`src/rtl/zero_cross_period_pkg.sv`:
```
// Shared definitions for the zero-crossing period meter: sign-tracking states
// and the state transition rule (also used by the downstream tuning block).
package zero_cross_period_pkg;

    typedef enum logic [1:0] {
        S_INIT = 2'd0,
        S_NEG  = 2'd1,
        S_POS  = 2'd2
    } zc_state_e;

    // hi and lo are mutually exclusive because the threshold is strictly positive.
    function automatic zc_state_e zc_next_state(input zc_state_e s, input logic hi, input logic lo);
        zc_state_e n;
        n = s;
        case (s)
            S_INIT: begin
                if (hi)
                    n = S_POS;
                else if (lo)
                    n = S_NEG;
            end
            S_NEG:   if (hi) n = S_POS;
            S_POS:   if (lo) n = S_NEG;
            default: n = S_INIT;
        endcase
        return n;
    endfunction

endpackage

```
`src/rtl/zero_cross_period_sat_cnt.sv`:
```
// Saturating up-counter with synchronous clear and enable; flags full scale
// and one-below-full-scale so the caller can see saturation coming.
module zero_cross_period_sat_cnt #(
    parameter int CNT_W = 24
) (
    input  logic             clk,
    input  logic             rst,
    input  logic             clr,
    input  logic             en,
    output logic [CNT_W-1:0] cnt,
    output logic             at_max,
    output logic             near_max
);

    localparam logic [CNT_W-1:0] CNT_MAX  = '1;
    localparam logic [CNT_W-1:0] CNT_NEAR = CNT_MAX - CNT_W'(1);

    logic [CNT_W-1:0] cnt_q;
    logic [CNT_W-1:0] cnt_d;

    always_comb begin
        cnt_d = cnt_q;
        if (clr)
            cnt_d = '0;
        else if (en && (cnt_q != CNT_MAX))
            cnt_d = cnt_q + CNT_W'(1);
    end

    always_ff @(posedge clk or posedge rst) begin
        if (rst)
            cnt_q <= '0;
        else
            cnt_q <= cnt_d;
    end

    assign cnt      = cnt_q;
    assign at_max   = (cnt_q == CNT_MAX);
    assign near_max = (cnt_q == CNT_NEAR);

endmodule

```
`src/rtl/zero_cross_period.sv`:
```
// Zero-crossing period meter: hysteretic sign tracking on current/delayed
// samples, counts valid samples between accepted rising crossings.
module zero_cross_period
    import zero_cross_period_pkg::*;
#(
    parameter int WIDTH      = 16,
    parameter int CNT_W      = 24,
    parameter int HYST       = 64,
    parameter int MIN_PERIOD = 4
) (
    input  logic                    clk,
    input  logic                    rst,
    input  logic                    sample_vld,
    input  logic signed [WIDTH-1:0] sample_cur,
    input  logic signed [WIDTH-1:0] sample_prev,
    output logic        [CNT_W-1:0] period_out,
    output logic                    period_vld,
    output logic                    timeout,
    output logic                    locked
);

    localparam logic signed [WIDTH-1:0] HYST_POS = WIDTH'(HYST);
    localparam logic signed [WIDTH-1:0] HYST_NEG = -HYST_POS;
    localparam logic        [CNT_W-1:0] MIN_P    = CNT_W'(MIN_PERIOD);

    zc_state_e        state_q, state_d;
    logic             armed_q, armed_d;
    logic             locked_q, locked_d;
    logic [CNT_W-1:0] period_q, period_d;
    logic             pvld_q, pvld_d;
    logic             tout_q, tout_d;

    logic             hi, lo, rev;
    logic             cnt_clr, cnt_en;
    logic [CNT_W-1:0] cnt, cnt_inc;
    logic             at_max, near_max;

    zero_cross_period_sat_cnt #(.CNT_W(CNT_W)) u_cnt (
        .clk      (clk),
        .rst      (rst),
        .clr      (cnt_clr),
        .en       (cnt_en),
        .cnt      (cnt),
        .at_max   (at_max),
        .near_max (near_max)
    );

    assign hi      = (sample_cur >= HYST_POS) && (sample_prev >= HYST_POS);
    assign lo      = (sample_cur <= HYST_NEG) && (sample_prev <= HYST_NEG);
    assign rev     = (state_q == S_NEG) && hi;
    assign cnt_inc = cnt + CNT_W'(1);

    always_comb begin
        state_d  = state_q;
        armed_d  = armed_q;
        locked_d = locked_q;
        period_d = period_q;
        pvld_d   = 1'b0;
        tout_d   = 1'b0;
        cnt_clr  = 1'b0;
        cnt_en   = 1'b0;
        if (sample_vld) begin
            state_d = zc_next_state(state_q, hi, lo);
            // A crossing that lands on the saturating sample re-arms instead of timing out.
            if (rev && (!armed_q || at_max || near_max)) begin
                armed_d = 1'b1;
                cnt_clr = 1'b1;
            end else if (rev && (cnt_inc < MIN_P)) begin
                cnt_en = 1'b1;
            end else if (rev) begin
                period_d = cnt_inc;
                pvld_d   = 1'b1;
                locked_d = 1'b1;
                cnt_clr  = 1'b1;
            end else begin
                cnt_en = 1'b1;
                if (near_max) begin
                    tout_d   = 1'b1;
                    armed_d  = 1'b0;
                    locked_d = 1'b0;
                end
            end
        end
    end

    always_ff @(posedge clk or posedge rst) begin
        if (rst) begin
            state_q  <= S_INIT;
            armed_q  <= 1'b0;
            locked_q <= 1'b0;
            period_q <= '0;
            pvld_q   <= 1'b0;
            tout_q   <= 1'b0;
        end else begin
            state_q  <= state_d;
            armed_q  <= armed_d;
            locked_q <= locked_d;
            period_q <= period_d;
            pvld_q   <= pvld_d;
            tout_q   <= tout_d;
        end
    end

    assign period_out = period_q;
    assign period_vld = pvld_q;
    assign timeout    = tout_q;
    assign locked     = locked_q;

endmodule

```
`config.mk`:
```
export PLATFORM = sky130hd
export DESIGN_NAME = zero_cross_period
export DESIGN_NICKNAME = d
export VERILOG_FILES = /design/src/rtl/zero_cross_period_pkg.sv /design/src/rtl/zero_cross_period_sat_cnt.sv /design/src/rtl/zero_cross_period.sv
export SDC_FILE = /design/constraint.sdc
export NUM_CORES = 1
export LEC_CHECK = 0
export CORE_AREA = 3 3 84 86
export CTS_CLUSTER_DIAMETER = 40
export CTS_CLUSTER_SIZE = 14
export DETAILED_ROUTE_END_ITERATION = 8
export DIE_AREA = 0 0 87 89
export PLACE_DENSITY = 0.79
export SLEW_MARGIN = 0
export SYNTH_ARGS = -nofsm -noshare
export SYNTH_HDL_FRONTEND = slang
export SYNTH_SLANG_ARGS = --single-unit
```
`constraint.sdc`:
```
create_clock -name clk -period 3.55 [get_ports clk]
set_clock_uncertainty 0.2 [all_clocks]
set_input_delay 0.8875 -clock clk [delete_from_list [all_inputs] [get_ports clk]]
set_output_delay 0.8875 -clock clk [all_outputs]
set_load 0.05 [all_outputs]
```
==> results of run 1 <==
## cells in the final DEF (no fill, tap or decap), drive strengths merged, types with 5 or more instances in the layout
cell | synthesis | final
inv | 11 | 11
buf | 17 | 12
xnor2 | 26 | 26
nand3 | 16 | 16
clkbuf | 5 | 7
and3 | 7 | 7
nand4 | 14 | 14
nand2 | 30 | 30
mux2 | 21 | 21
nor4 | 10 | 10
dfrtp | 54 | 54
nor3 | 15 | 15
nor2 | 45 | 45
clkdlybuf4s50 | 0 | 61
a21oi | 5 | 5
xor2 | 24 | 24
## critical path, stage by stage (launching register included)
cell and delay (ns):
dfrtp_1 0.46, ha_1 0.30, nand3_1 0.29, nor4_1 0.44
buf_4 0.21, nor3_1 0.05, a31oi_1 0.20, nor2_2 0.09
a21oi_4 0.18, buf_4 0.26, mux2_2 0.36
## state kept, by name, summed over array words and instances, names as in the netlist
register and count:
armed_q 1, period_vld 1, u_cnt.cnt 24, timeout 1
state_q 2, locked 1, period_out 24
## metrics by stage
step,hold WS [ns],cells,setup slack (ns),total power [W]
2_1_floorplan,0.246,339,0.595,0.00137
4_1_cts,0.297,475,0.443,0.00196
3_3_place_gp,0.260,467,0.399,0.00158
6_report,0.293,475,0.395,0.00194
5_1_grt,0.310,475,0.131,0.00205
3_5_place_dp,0.275,467,0.354,0.00161
## power groups by stage
| stage | clock (W) | combinational (W) | sequential, W |
|---|---|---|---|
| after floorplan | 0 | 0.000390 | 0.000981 |
| after global placement | 0 | 0.000719 | 0.000865 |
| after detailed placement | 0 | 0.000728 | 0.000877 |
| after CTS | 0.000362 | 0.000730 | 0.000864 |
| after global routing | 0.000384 | 0.000779 | 0.000884 |
| final | 0.000352 | 0.000723 | 0.000865 |
## kinds of logic (layout without fill, tap and decap cells)
family                   count (synthesis)  in the layout  share of synthesized area
adder cells (fa/ha/maj)                  2              2                    0.00769
XOR/XNOR                                50             50                      0.135
buffers and inverters                   33             92                     0.0492
multiplexers                            25             25                     0.0953
flip-flops                              54             54                      0.415
AO/OA/AOI/OAI                           28             28                     0.0669
AND/OR/NAND/NOR                        147            147                      0.231
## layer usage
layer | track usage | up-vias
met1 | 0.242 | 1269
met2 | 0.344 | 74
met5 | 0 | -
li1 | - | 1281
met3 | 0.0341 | 21
met4 | 0.0751 | 0
## cell type report
| class | instances | area [um^2] | share of cell area |
|---|---|---|---|
| multi-input cells | 252 | 1740 | 0.432 |
| inverters | 11 | 41.3 | 0.0102 |
| repair buffers | 73 | 713 | 0.177 |
| clock inverters | 1 | 5.00 | 0.00124 |
| well taps | 77 | 96.3 | 0.0239 |
| clock buffers | 7 | 86.3 | 0.0214 |
| flip-flops and latches | 54 | 1350 | 0.335 |
## final timing paths
check	end	cells after the start	start
worst max-delay path	period_out[22]	10	u_cnt.cnt[0]
worst min-delay path	period_out[15]	1	period_out[15]
worst max register to register	period_out[22]	10	u_cnt.cnt[0]
worst min register to register	period_out[15]	1	period_out[15]
max in group asynchronous	period_out[12]	3	rst
min in group asynchronous	u_cnt.cnt[3]	2	rst
==> metrics.md, run 1 <==
| Metric | Value |
|---|---|
| Met2 routed WL | `3.56 mm` |
| CTS root buffer | `clkbuf_8` |
| Slew margin rel. | `0.515` |
| N_diodes | `0` |
| Most common flop cell mapped by yosys | `dfrtp_1` |
| Worst VDD drop | `0.000367 V` |
| CTS Buf Count | `5` |
| Cell Int Power | `0.00119 W` |
| Die ar. | `7740 um^2` |
| CTS resizes | `0` |
| Reg power frac | `0.446` |
| Die Wd | `87 um` |
| Vias in the first global route | `2723` |
| Core area | `6350 um^2` |
| Reg clk slew, reported paths | `0.10 ns` |
| Postcts setup bufs | `0` |
| CTS tree | `built` |
| Chip Height | `89 um` |
| First-pass GRT wire length | `12.1 mm` |
| GRT Resource Usage Total | `0.196` |
| Minimum clock period | `3.15 ns` |
| Mean Syn Cell Area | `9.60 um^2` |
| Setup TNS | `0 ns` |
| Wl on met1 | `3.17 mm` |
| Synth warnings | `0` |
| WP data arrival | `3.14 ns` |
| Synth Cell Area | `3260 um^2` |
| Sink Count | `54` |
| Path type of the worst min-delay path | `reg -> reg` |
| Fin crit share | `0.889` |
| PortBufs | `61` |
| Cells after Synth | `339` |
| Static leakage | `1.75 nW` |
| Hold buffer count at cts | `0` |
| Initial core utilization | `0.513` |
| EDFF count, synth | `0` |
| Register area share after synthesis | `0.415` |
| Sw Share | `0.386` |
| Final slew viol count | `0` |
| Synth top area cells | `dfrtp_1 (42%), xnor2_1 (7.0%), xor2_1 (6.5%)` |
| Layout area overhead | `24.0%` |
| Required @ worst endpoint | `3.54 ns` |
| Final nets | `434` |
| GRT overflow | `0` |
| RSZ-0062 raised after global routing | `no` |
| Yosys top cell area share | `0.415` |
| First DRT Iteration DRCs | `178` |
| Pwr dens | `481 nW/um^2` |
| Clock Latency Late Sink | `0.31 ns` |
| Logic pwr share | `0.373` |
| GPL Wtd Cong | `0.885` |
| Area leader, netlist | `dfrtp_1` |
| Met3 WL | `310 um` |
| Final hold vios | `0` |
| CP endpoint kind | `register` |
| H-tree depth | `2` |
| Max layer used | `met4` |
| Startpoint Class | `register` |
| Largest net degree at the start of global routing | `21` |
| DR pass1 iterations | `4` |
| Final setup viols | `0` |
| Post-DP HPWL | `5.51 mm` |
| Finished Core Util | `0.636` |
| Netlist cell types | `49` |
| Total of max-cap violations | `0` |
| Initial antenna violation count | `0` |
| Maximum fanout along the worst path | `12` |
| Fmax | `317 MHz` |
| DRT antenna net count | `0` |
| Outcome | `finished, final reports clean` |
| Count leader, synth | `dfrtp_1` |
| Seq cells post-synth | `54` |
| Mean routed wirelength per cell | `15.2 um` |
| Via/cell ratio | `5.57` |
| Vias | `2645` |
| I/O Pins | `62` |
| Net Sw Power | `0.000749 W` |
| Final Cell Area | `4040 um^2` |
| Syn_nets | `376` |
| Fill count | `537` |
| Slew of the pin with the lowest slew margin | `0.721 ns` |
| Clock Power Share | `0.181` |
| Core Rows | `29` |
| Drt drc | `0` |
| Critical path class | `reg -> reg` |
| R2r setup slk | `0.40 ns` |
| Synth cell count leaders | `dfrtp_1 (54), nor2_1 (44), nand2_1 (30)` |
| Layout cells sized above 1 | `0.113` |
| Max clock buf depth | `2` |
| Async S/R FF share, synth | `1.00` |
| Routed wire length | `7.21 mm` |
| Post-DP Area | `3950 um^2` |
Note: power is estimated with default switching activity, not from simulation.
==> run 2: changes to the inputs <==
- TNS_END_PERCENT: default -> 10
==> results of run 2 <==
The final DEF is identical to that of run 1; final timing and power are the same.
